$ cat src/rtl/renas_package.sv
// renas_package: shared types and defaults for the SRAM port controller.
`default_nettype none

package renas_package;

  typedef enum logic {
    INIT = 1'b0,
    RUN  = 1'b1
  } sram_ctrl_state_e;

  localparam int SRAM_CTRL_DATA_W = 8;
  localparam int SRAM_CTRL_DEPTH  = 16;

endpackage

`default_nettype wire

$ cat src/rtl/sram_rsp_fifo.sv
// +--------------------------------------------------------------------+
// | sram_rsp_fifo: circular response buffer for captured SRAM reads.   |
// | Revision: 1.0                                                      |
// +--------------------------------------------------------------------+
`default_nettype none

module sram_rsp_fifo #(
  parameter int DATA_W = 8,
  parameter int DEPTH  = 4
) (
  input  logic                         clk,
  input  logic                         rst_n,
  input  logic                         push,
  input  logic [DATA_W-1:0]            push_data,
  input  logic                         pop,
  output logic [DATA_W-1:0]            pop_data,
  output logic                         empty,
  output logic [$clog2(DEPTH+1)-1:0]   count
);

  localparam int PW = (DEPTH > 1) ? $clog2(DEPTH) : 1;
  localparam int CW = $clog2(DEPTH + 1);
  localparam logic [PW-1:0] LAST = PW'(DEPTH - 1);
  localparam logic [CW-1:0] FULL = CW'(DEPTH);

  logic [DATA_W-1:0] mem [DEPTH];
  logic [PW-1:0]     wr_ptr;
  logic [PW-1:0]     rd_ptr;
  logic              do_push;
  logic              do_pop;

  assign empty    = (count == '0);
  assign do_pop   = pop && !empty;
  // A push into a full buffer is accepted only when a pop frees a slot in the same cycle.
  assign do_push  = push && ((count != FULL) || do_pop);
  assign pop_data = mem[rd_ptr];

  always_ff @(posedge clk or negedge rst_n) begin
    if (!rst_n) begin
      wr_ptr <= '0;
      rd_ptr <= '0;
      count  <= '0;
    end else begin
      if (do_push) wr_ptr <= (wr_ptr == LAST) ? '0 : wr_ptr + 1'b1;
      if (do_pop)  rd_ptr <= (rd_ptr == LAST) ? '0 : rd_ptr + 1'b1;
      case ({do_push, do_pop})
        2'b10:   count <= count + 1'b1;
        2'b01:   count <= count - 1'b1;
        default: count <= count;
      endcase
    end
  end

  always_ff @(posedge clk) begin
    if (do_push) mem[wr_ptr] <= push_data;
  end

endmodule

`default_nettype wire

$ cat src/rtl/sram_port_ctrl.sv
// +--------------------------------------------------------------------+
// | sram_port_ctrl: valid/ready front-end for one DualPort_SRAM port.  |
// | Optional zero sweep enabled by SRAM_INIT_EN.  Revision: 1.0        |
// +--------------------------------------------------------------------+
`default_nettype none

module sram_port_ctrl
  import renas_package::*;
#(
  parameter int DATA_W    = SRAM_CTRL_DATA_W,
  parameter int DEPTH     = SRAM_CTRL_DEPTH,
  parameter int RSP_DEPTH = 4
) (
  input  logic                     clk,
  input  logic                     rst_n,
  input  logic                     req_valid,
  output logic                     req_ready,
  input  logic                     req_we,
  input  logic [$clog2(DEPTH)-1:0] req_addr,
  input  logic [DATA_W-1:0]        req_wdata,
  output logic                     rsp_valid,
  input  logic                     rsp_ready,
  output logic [DATA_W-1:0]        rsp_rdata,
  input  logic                     clear_req,
  output logic                     busy,
  output logic [$clog2(DEPTH)-1:0] sram_addr,
  output logic [DATA_W-1:0]        sram_wdata,
  output logic                     sram_wen,
  input  logic [DATA_W-1:0]        sram_rdata
);

  localparam int AW = $clog2(DEPTH);
  localparam int CW = $clog2(RSP_DEPTH + 1);
  localparam logic [CW:0] MAX_USED = (CW + 1)'(RSP_DEPTH);

  sram_ctrl_state_e state;
  logic             clear_pending;
  logic [AW-1:0]    cnt;
  logic             inflight;
  logic             req_fire;
  logic             fifo_empty;
  logic [CW-1:0]    fifo_count;
  logic [CW:0]      used;

`ifdef SRAM_INIT_EN
  sram_ctrl_state_e state_nxt;
  logic             clear_pending_nxt;
  logic [AW-1:0]    cnt_nxt;

  always_ff @(posedge clk or negedge rst_n) begin
    if (!rst_n) begin
      state         <= INIT;
      cnt           <= '0;
      clear_pending <= 1'b0;
    end else begin
      state         <= state_nxt;
      cnt           <= cnt_nxt;
      clear_pending <= clear_pending_nxt;
    end
  end

  always_comb begin
    state_nxt         = state;
    cnt_nxt           = cnt;
    clear_pending_nxt = clear_pending;
    case (state)
      INIT: begin
        if (cnt == AW'(DEPTH - 1)) begin
          state_nxt = RUN;
          cnt_nxt   = '0;
        end else begin
          cnt_nxt = cnt + 1'b1;
        end
      end
      RUN: begin
        // Hold off the sweep until the last read's data has landed in the FIFO.
        if (clear_pending && !inflight) begin
          state_nxt         = INIT;
          clear_pending_nxt = 1'b0;
        end else if (clear_req) begin
          clear_pending_nxt = 1'b1;
        end
      end
      default: state_nxt = INIT;
    endcase
  end

  assign busy = clear_pending || (state == INIT);
`else
  wire unused_clear_req = clear_req;

  assign state         = RUN;
  assign clear_pending = 1'b0;
  assign cnt           = '0;
  assign busy          = 1'b0;
`endif

  // Credit counts both buffered data and the read whose data is still on sram_rdata.
  assign used      = {1'b0, fifo_count} + {{CW{1'b0}}, inflight};
  assign req_ready = (state == RUN) && !clear_pending && (used < MAX_USED);
  assign req_fire  = req_valid && req_ready;

  always_comb begin
    sram_addr  = req_addr;
    sram_wdata = req_wdata;
    sram_wen   = req_fire && req_we;
    if (state == INIT) begin
      sram_addr  = cnt;
      sram_wdata = '0;
      sram_wen   = 1'b1;
    end
  end

  always_ff @(posedge clk or negedge rst_n) begin
    if (!rst_n) inflight <= 1'b0;
    else        inflight <= req_fire && !req_we;
  end

  sram_rsp_fifo #(
    .DATA_W (DATA_W),
    .DEPTH  (RSP_DEPTH)
  ) u_rsp_fifo (
    .clk       (clk),
    .rst_n     (rst_n),
    .push      (inflight),
    .push_data (sram_rdata),
    .pop       (rsp_ready),
    .pop_data  (rsp_rdata),
    .empty     (fifo_empty),
    .count     (fifo_count)
  );

  assign rsp_valid = !fifo_empty;

endmodule

`default_nettype wire

$ cat config.mk
export PLATFORM = sky130hd
export DESIGN_NAME = sram_port_ctrl
export DESIGN_NICKNAME = d
export VERILOG_FILES = /design/src/rtl/renas_package.sv /design/src/rtl/sram_rsp_fifo.sv /design/src/rtl/sram_port_ctrl.sv
export SDC_FILE = /design/constraint.sdc
export NUM_CORES = 1
export LEC_CHECK = 0
export CORE_UTILIZATION = 60
export CTS_CLUSTER_DIAMETER = 50
export DETAILED_ROUTE_END_ITERATION = 8
export DONT_BUFFER_PORTS = 1
export MAX_ROUTING_LAYER = met4
export PLACE_DENSITY = 0.84
export SYNTH_ARGS = -nofsm -noshare
export SYNTH_HDL_FRONTEND = slang
export SYNTH_SLANG_ARGS = --single-unit
$ cat constraint.sdc
create_clock -name clk -period 2.45 [get_ports clk]
set_clock_uncertainty 0.1 [all_clocks]
set_input_delay 0.245 -clock clk [delete_from_list [all_inputs] [get_ports clk]]
set_output_delay 0.245 -clock clk [all_outputs]
set_load 0.005 [all_outputs]
After elaboration in Yosys (flattened, before gate mapping). Memory sizes are Yosys's and may differ from the RTL's. Cells that the tools add are included.

Add/subtract/negate cells: 5. Multiply operators: 0. Div/mod/pow operators: 0. $lt $le $gt $ge: 1. Equality and inequality tests: 5. Shift operators: 0. Muxes and demuxes: 5. Bitwise logic cells: 0. Reduce and logical (&&, ||, !) cells: 10.

Operators with widths (count): == test 2 bit (second input constant) (3); case mux 3 bit (2 select lines) (1); logical AND 1 bit (5); adder 2 x 1 -> 2 bit (second input constant) (2); adder 3 x 1 -> 4 bit (1); < comparator 4 x 3 -> 1 bit (second input constant) (1); 2-to-1 mux 2 bit (2); adder 3 x 1 -> 3 bit (second input constant) (1); zero test 3 bit (1); != test 3 bit (second input constant) (1); subtractor 3 x 1 -> 3 bit (second input constant) (1); == test 2 x 1 -> 1 bit (second input constant) (1); zero test 1 bit (2); 2-to-1 mux 1 bit (2); nonzero test 2 bit (1); logical OR 1 bit (1).

Register bits: 8. Latch bits: 0. Bits in writable memories: 32. Bits in read-only memories: 0. Output and inout port bits: 24. Memories kept: 1.

Memory list: u_rsp_fifo.mem (depth 4, bits a word 8, read ports 1, clocked after Yosys merged registers in 0, wr ports 1, RTL line sram_rsp_fifo.sv:26) `logic [DATA_W-1:0] mem [DEPTH];`.

Longest topological paths before layout. Gate-level depths: netlist (run 1).

Depth in word-level cells: 7. Depth in mapped cells: 7. Depth with buffers taken out: 6.

Modules after synthesis. A second synthesis (run 1) with hierarchy kept.

Cells, all modules: 103. Area total of the unflattened synthesis: 1766.7 sq um.

By module, submodules not included: sram_rsp_fifo (times used 1, cells each 82, area an instance 1597.8 sq um); sram_port_ctrl (times used 1, cells each 21, area an instance 168.9 sq um).

Worst setup path before layout (run 1). OpenSTA, ideal clock, no wires.

Path kind: input -> register. Start: input port rsp_ready. End: register u_rsp_fifo.count[1]. Arrival time: 1922 ps. Slack: 341 ps. Stages on the path: 7. Path buffers: 1. Cell sequence: clkbuf_1 -> o31a_1 -> or2b_1 -> fa_1 -> o21ba_2 -> o211ai_1 -> a22oi_1.

Longest elaborated chain between the ends: 5.

Ends and longest elaborated chain: start, declared (RTL line sram_port_ctrl.sv:22) `input logic rsp_ready,`; logical AND 1 bit * (RTL line sram_rsp_fifo.sv:33) `assign do_pop = pop && !empty;`; logical OR 1 bit (RTL line sram_rsp_fifo.sv:35) `assign do_push = push && ((count != FULL) || do_pop);`; logical AND 1 bit (RTL line sram_rsp_fifo.sv:35); == test 2 x 1 -> 1 bit / == test 2 bit (equally long branches) (RTL line sram_rsp_fifo.sv:46) `case ({do_push, do_pop})`; case mux 3 bit (2 select lines) / nonzero test 2 bit (equally long branches); end signal, assigned (RTL line sram_rsp_fifo.sv:47) `2'b10: count <= count + 1'b1;`; end signal, assigned (RTL line sram_rsp_fifo.sv:48) `2'b01: count <= count - 1'b1;`; end signal, assigned (RTL line sram_rsp_fifo.sv:49) `default: count <= count;`; end, declared (RTL line sram_rsp_fifo.sv:18) `output logic [$clog2(DEPTH+1)-1:0] count`.

Mark *: on every way between the ends. The rest lies on a longest branch, timed or not. A chain may end at the register's enable or synchronous reset.

Worst setup path in the final report (run 1).
Start: register u_rsp_fifo.count[0]. End: register u_rsp_fifo.count[2].

Longest elaborated chain between the ends: 7.

Ends and longest elaborated chain: zero test 3 bit (RTL line sram_rsp_fifo.sv:32) `assign empty = (count == '0);`; zero test 1 bit (RTL line sram_rsp_fifo.sv:33); logical AND 1 bit (RTL line sram_rsp_fifo.sv:33); logical OR 1 bit (RTL line sram_rsp_fifo.sv:35); logical AND 1 bit (RTL line sram_rsp_fifo.sv:35); == test 2 x 1 -> 1 bit / == test 2 bit (equally long branches) (RTL line sram_rsp_fifo.sv:46); case mux 3 bit (2 select lines) / nonzero test 2 bit (equally long branches).

Parallel ways exist; a longest one is shown, timed or not.

==> results of run 1 <==
worst max-delay path by stage:
stage	to	startpoint	cells after the start	slack, ns
finish	u_rsp_fifo.count[2]	u_rsp_fifo.count[0]	6	0.18
global route	u_rsp_fifo.count[2]	u_rsp_fifo.count[0]	6	0.04
CTS	u_rsp_fifo.count[2]	u_rsp_fifo.count[0]	6	0.20
detailed placement	u_rsp_fifo.count[1]	u_rsp_fifo.count[0]	6	0.23
global placement	u_rsp_fifo.count[1]	u_rsp_fifo.count[0]	6	0.32
floorplan	u_rsp_fifo.count[1]	rsp_ready	7	0.34
synth_stat cells (2+ instances only):
cell type | n | area share
and2_1 | 4 | 0.014
buf_2 | 2 | 0.0054
buf_4 | 13 | 0.053
clkbuf_1 | 2 | 0.0041
dfrtp_1 | 8 | 0.11
edfxtp_1 | 32 | 0.52
ha_1 | 5 | 0.034
inv_1 | 5 | 0.010
mux2_2 | 4 | 0.024
mux4_2 | 8 | 0.097
nor2_1 | 3 | 0.0061
xor2_1 | 3 | 0.014
layout make-up:
cell class / count / area [um2]
fillers: 184 / 908
flip-flops and latches: 40 / 1160
repair buffers: 11 / 110
multi-input cells: 49 / 541
inverters: 5 / 18.8
well taps: 31 / 38.8
clock buffers: 5 / 37.5
clock inverters: 3 / 13.8
power by group through the flow:
stage / clock (uW) / combinational [uW] / sequential, uW
after floorplan: 0 / 588 / 903
after global placement: 0 / 483 / 1020
after detailed placement: 0 / 522 / 1040
after CTS: 312 / 549 / 1020
after global routing: 340 / 603 / 1050
final: 303 / 541 / 1020
registers in the layout, indices dropped and copies added, names as in the netlist:
name	count
u_rsp_fifo.count	3
u_rsp_fifo.rd_ptr	2
u_rsp_fifo.wr_ptr	2
u_rsp_fifo.mem	32
inflight	1
metrics by stage:
| stage | power (uW) | instance area [um2] | utilization |
|---|---|---|---|
| after detailed placement | 1560 | 1760 | 0.622 |
| after floorplan | 1490 | 1850 | - |
| final | 1860 | 1920 | 0.679 |
| after global routing | 1990 | 1920 | 0.679 |
| after CTS | 1880 | 1920 | 0.679 |
| after global placement | 1500 | 1760 | 0.622 |
critical path: cells and delay by family (launching register included):
kind                     cells  cell delay [ns]
AO/OA/AOI/OAI                2             0.54
AND/OR/NAND/NOR              2             0.44
flip-flops                   1             0.55
XOR/XNOR                     1             0.17
adder cells (fa/ha/maj)      1             0.39
cells by family (layout without fill, tap and decap cells):
| group | Yosys count | count (layout) |
|---|---|---|
| flip-flops | 40 | 40 |
| buffers and inverters | 24 | 24 |
| adder cells (fa/ha/maj) | 6 | 6 |
| other | 1 | 1 |
| XOR/XNOR | 3 | 3 |
| AO/OA/AOI/OAI | 8 | 8 |
| multiplexers | 13 | 13 |
| AND/OR/NAND/NOR | 18 | 18 |
routing by layer:
metal	wire length, um	vias up
met3	166	9
met4	39	0
met2	1450	26
met1	1070	430
li1	-	399
met5	0	-
repair_timing:
item	CTS	global route
resized for setup	0	0
endpoints found under the hold margin	41	0
setup buffers	0	0
hold buffers	11	0
==> flow_summary.toml, run 1 <==
[floorplanning]
pin_count = 50
die_x_um = 57.5
fp.dieArea_um2 = 3310
initial_core_util = 0.654
die_h_um = 57.5
core_um2 = 2830
rows = 19

[cts]
cts_sinks = 40
cts-root-buf = "clkbuf_4"
cts_htree_levels = 2
cts_tree = "built"
cts_buffers = 5
insertion_delay_ns = 0.33
clk_path_buf_depth = 2
cts.clk_slew.worst_paths_ns = 0.11

[cells_and_area]
antennaDiodeCount = 0
layout-area-overhead-vs-synth_pct = 3.79
final_common_cell = "edfxtp_1"
design.final.nets = 144
drive_above_1_share = 0.212
mostFrequentLayoutCells = "32 x edfxtp_1, 11 x dlygate4sd3_1, 8 x mux4_2, 8 x dfrtp_1"
final_cells = 144

[timing]
finalMaxSlewViolations = 0
fmax_mhz = 440
worst_pin_slew_ns = 0.601
post-route-period-util = 0.928
fin_hold_ws_ns = 0.0444
finalHoldViolations = 0
slew_headroom = 0.599
tns_ns = 0
rsz0062_at_grt = "false"
setup_viol = 0
min_period_ns = 2.27
postLayoutSetupSlackWorst_ns = 0.177

[routing]
dr.pass1.iters = 6
vias = 864
ant_nets = 0
via_per_inst = 6.00
wl_per_cell_um = 19.0
initialDrtViolationCount = 40
drcViolationCount = 2
drt-total-wl_um = 2730

[setup_path]
critical_path_peak_fanout = 9
setup.worst_path.start_class = "flop"
r2r-end = "u_rsp_fifo.count[2]"
worstRegToRegCells = 6
critical_path_arrival_ns = 2.44
timing.rr.start = "u_rsp_fifo.count[0]"
critical_path_required_ns = 2.61
crit_chain = "o31a_1, or2b_1, fa_1, nand2b_1, o32ai_2, xor2_1"
end_kind = "flop"
critical_path_class = "flop to flop"
r2r_slack_ns = 0.18
cpMaxStageDelayCell = "dfrtp_1"
crit_path_max_incr_delay_ns = 0.55

[synthesis]
synthAdderAreaFrac = 0.0446
synth_edf_count = 32
syn_area_per_cell_um2 = 16.4
yosysWarnings = 0
synth_cells = 113
yosys_most_used_dff = "edfxtp_1"
ys_types = 36
netlist_area_um2 = 1850
async_flop_share = 0.200
synth-compound-area-share = 0.0379
muxShareOfSynthArea = 0.127
synth_fp_nets = 145
synth-simple-area-share = 0.0663
ys_seq_area_frac = 0.627
yosys_register_bits = 40
synth-xor-area-share = 0.0142
synth_top_family_by_area = "multiplexers"

[power_and_ir_drop]
power_density_nw_per_um2 = 969
clockPowerShare = 0.163
swShare = 0.320
p_int_uw = 1270
pwr-share-comb = 0.291
leakage_uw = 0.000690
p_seq_frac = 0.547
max-vdd-ir-drop_v = 0.000543
p_switching_uw = 595

[hold_path]
min_to = "u_rsp_fifo.count[0]"
hp-start = "rsp_ready"
whs_path_depth = 2
hp-class = "primary input to flop"

[global_routing]
top_usage_layer = "met2"
first_global_vias = 909
grt_util_all_layers = 0.193
grt_first_pass_wirelength_um = 4350
gr-total-overflow = 0
grt_max_degree = 13
use_met2 = 0.309
antenna_found_initial = 0
use_met1 = 0.231
globalRouteMet3Util = 0.0454

[place]
place_inst = 125
place_congestion = 0.752
portBuffers = 0
place_ws_ns = 0.233
place_hpwl_um = 1860

[run]
drv_cap = 0

[outcome]
status = "finished, violations left"
violations = "DRC"
No activity file was read; power rests on OpenSTA's default activity.
==> run 2, diff against run 1 <==
--- a/config.mk
+++ b/config.mk
@@ -10,7 +10,7 @@
 export DETAILED_ROUTE_END_ITERATION = 8
 export DONT_BUFFER_PORTS = 1
 export MAX_ROUTING_LAYER = met4
-export PLACE_DENSITY = 0.84
+export PLACE_DENSITY = 0.75
 export SYNTH_ARGS = -nofsm -noshare
 export SYNTH_HDL_FRONTEND = slang
 export SYNTH_SLANG_ARGS = --single-unit
==> run 2 against run 1 <==
The flow still finishes with violations (DRC); count of clock-buffer cells in the layout unchanged; non-clock buffer count is 1 higher; wire length is 0.62% higher; first-iteration DRC count is 10% higher; worst setup slack better by 0.071 ns; flip-flop and latch count stayed put; worst hold slack worse by 0.00090 ns; power grew 1.6%; via count up 2.9%.
==> flow_summary.toml, run 2 (synthesis results as in run 1) <==
[timing]
finalHoldViolations = 0
slew_headroom = 0.609
setup_viol = 0
finalMaxSlewViolations = 0
fin_hold_ws_ns = 0.0435
fmax_mhz = 454
post-route-period-util = 0.899
min_period_ns = 2.20
worst_pin_slew_ns = 0.586
tns_ns = 0
rsz0062_at_grt = "false"

[setup_path]
critical_path_arrival_ns = 2.38
critical_path_required_ns = 2.62
r2r-end = "u_rsp_fifo.count[2]"
timing.rr.start = "u_rsp_fifo.count[1]"
crit_path_max_incr_delay_ns = 0.53
cpMaxStageDelayCell = "dfrtp_1"
crit_chain = "o31a_1, or2b_1, fa_1, nand2b_1, o32ai_2, xor2_1"
end_kind = "flop"
setup.worst_path.start_class = "flop"
r2r_slack_ns = 0.25
critical_path_peak_fanout = 7
cp_top_family = "flip-flops"
worstRegToRegCells = 6
cp_num_buf_inv = 0
critical_path_class = "flop to flop"

[floorplanning]
initial_core_util = 0.654
fp.dieArea_um2 = 3310
rows = 19
pin_count = 50
die_h_um = 57.5
core_um2 = 2830
die_x_um = 57.5

[power_and_ir_drop]
max-vdd-ir-drop_v = 0.000599
leakage_uw = 0.000697
power_density_nw_per_um2 = 979

[outcome]
status = "finished, violations left"
violations = "DRC"

[cts]
cts-root-buf = "clkbuf_4"
cts_buffers = 5
post_cts_buffers = 0
cts_tree = "built"
cts.clk_slew.worst_paths_ns = 0.12
cts_sinks = 40
cts_htree_levels = 2
clk_path_buf_depth = 2
insertion_delay_ns = 0.34

[cells_and_area]
final_common_cell = "edfxtp_1"
design.final.nets = 145
largest-register = "u_rsp_fifo.mem"
top_regs = "u_rsp_fifo.mem: 32 flops, u_rsp_fifo.count: 3 flops"
fin_util = 0.683
drive_above_1_share = 0.228
antennaDiodeCount = 0
mostFrequentLayoutCells = "32 x edfxtp_1, 11 x dlygate4sd3_1, 8 x mux4_2, 8 x dfrtp_1"
design_area_um2 = 1930
layout-area-overhead-vs-synth_pct = 4.46
largest_reg_flops = 32

[routing]
drt-total-wl_um = 2750
drcViolationCount = 5
via_per_inst = 6.13
ant_nets = 0
vias = 889
initialDrtViolationCount = 44
dr.pass1.iters = 6
wl_per_cell_um = 18.9

[place]
place_hpwl_um = 1770
place_congestion = 0.745
portBuffers = 0
placed_area_um2 = 1770

[global_routing]
grt_max_degree = 14
grt_util_all_layers = 0.205
grt_first_pass_wirelength_um = 4640
gr-total-overflow = 0
first_global_vias = 930
antenna_found_initial = 0

[hold_path]
hp-start = "rsp_ready"
whs_path_depth = 2
min_to = "u_rsp_fifo.count[0]"
hp-class = "primary input to flop"

[run]
drv_cap = 0
run 2: layer usage:
metal	vias up	GRT usage	wire length (um)
li1	405	-	-
met1	436	0.250	1080
met2	31	0.317	1400
met3	17	0.0567	197
met4	0	0.101	70
met5	-	-	0
run 2: worst max-delay path by stage:
stage	start	to	slack [ns]	cells after the start
final	u_rsp_fifo.count[1]	u_rsp_fifo.count[2]	0.25	6
after CTS	u_rsp_fifo.count[1]	u_rsp_fifo.count[2]	0.25	6
after floorplan	rsp_ready	u_rsp_fifo.count[1]	0.34	7
after detailed placement	u_rsp_fifo.count[1]	u_rsp_fifo.count[1]	0.29	6
after global placement	u_rsp_fifo.count[1]	u_rsp_fifo.count[1]	0.34	6
after global routing	u_rsp_fifo.count[1]	u_rsp_fifo.count[2]	0.09	6
run 2: cell type report:
cell class / instances / area [um2]
Clock buffer: 5 / 37.5
Fill cell: 197 / 896
Timing Repair Buffer: 12 / 118
Tap cell: 31 / 38.8
Sequential cell: 40 / 1160
Clock inverter: 3 / 18.8
Multi-Input combinational cell: 49 / 541
Inverter: 5 / 18.8
run 2: power by group:
group	total, uW	switching (uW)	internal, uW
Combinational	574	243	332
Sequential	996	157	839
Clock	321	211	110
Total	1890	610	1280
run 2: metrics by stage:
step | instances | worst slack (ns) | total power, uW
finish | 145 | 0.249 | 1890
global route | 145 | 0.0863 | 2030
CTS | 145 | 0.246 | 1910
detailed placement | 126 | 0.287 | 1560
global placement | 126 | 0.339 | 1530
floorplan | 113 | 0.341 | 1490
run 2: timing repair:
| action | CTS | global route |
|---|---|---|
| hold buffers | 11 | 0 |
| resized for setup | 0 | 0 |
| hold endpoints to repair | 41 | 0 |
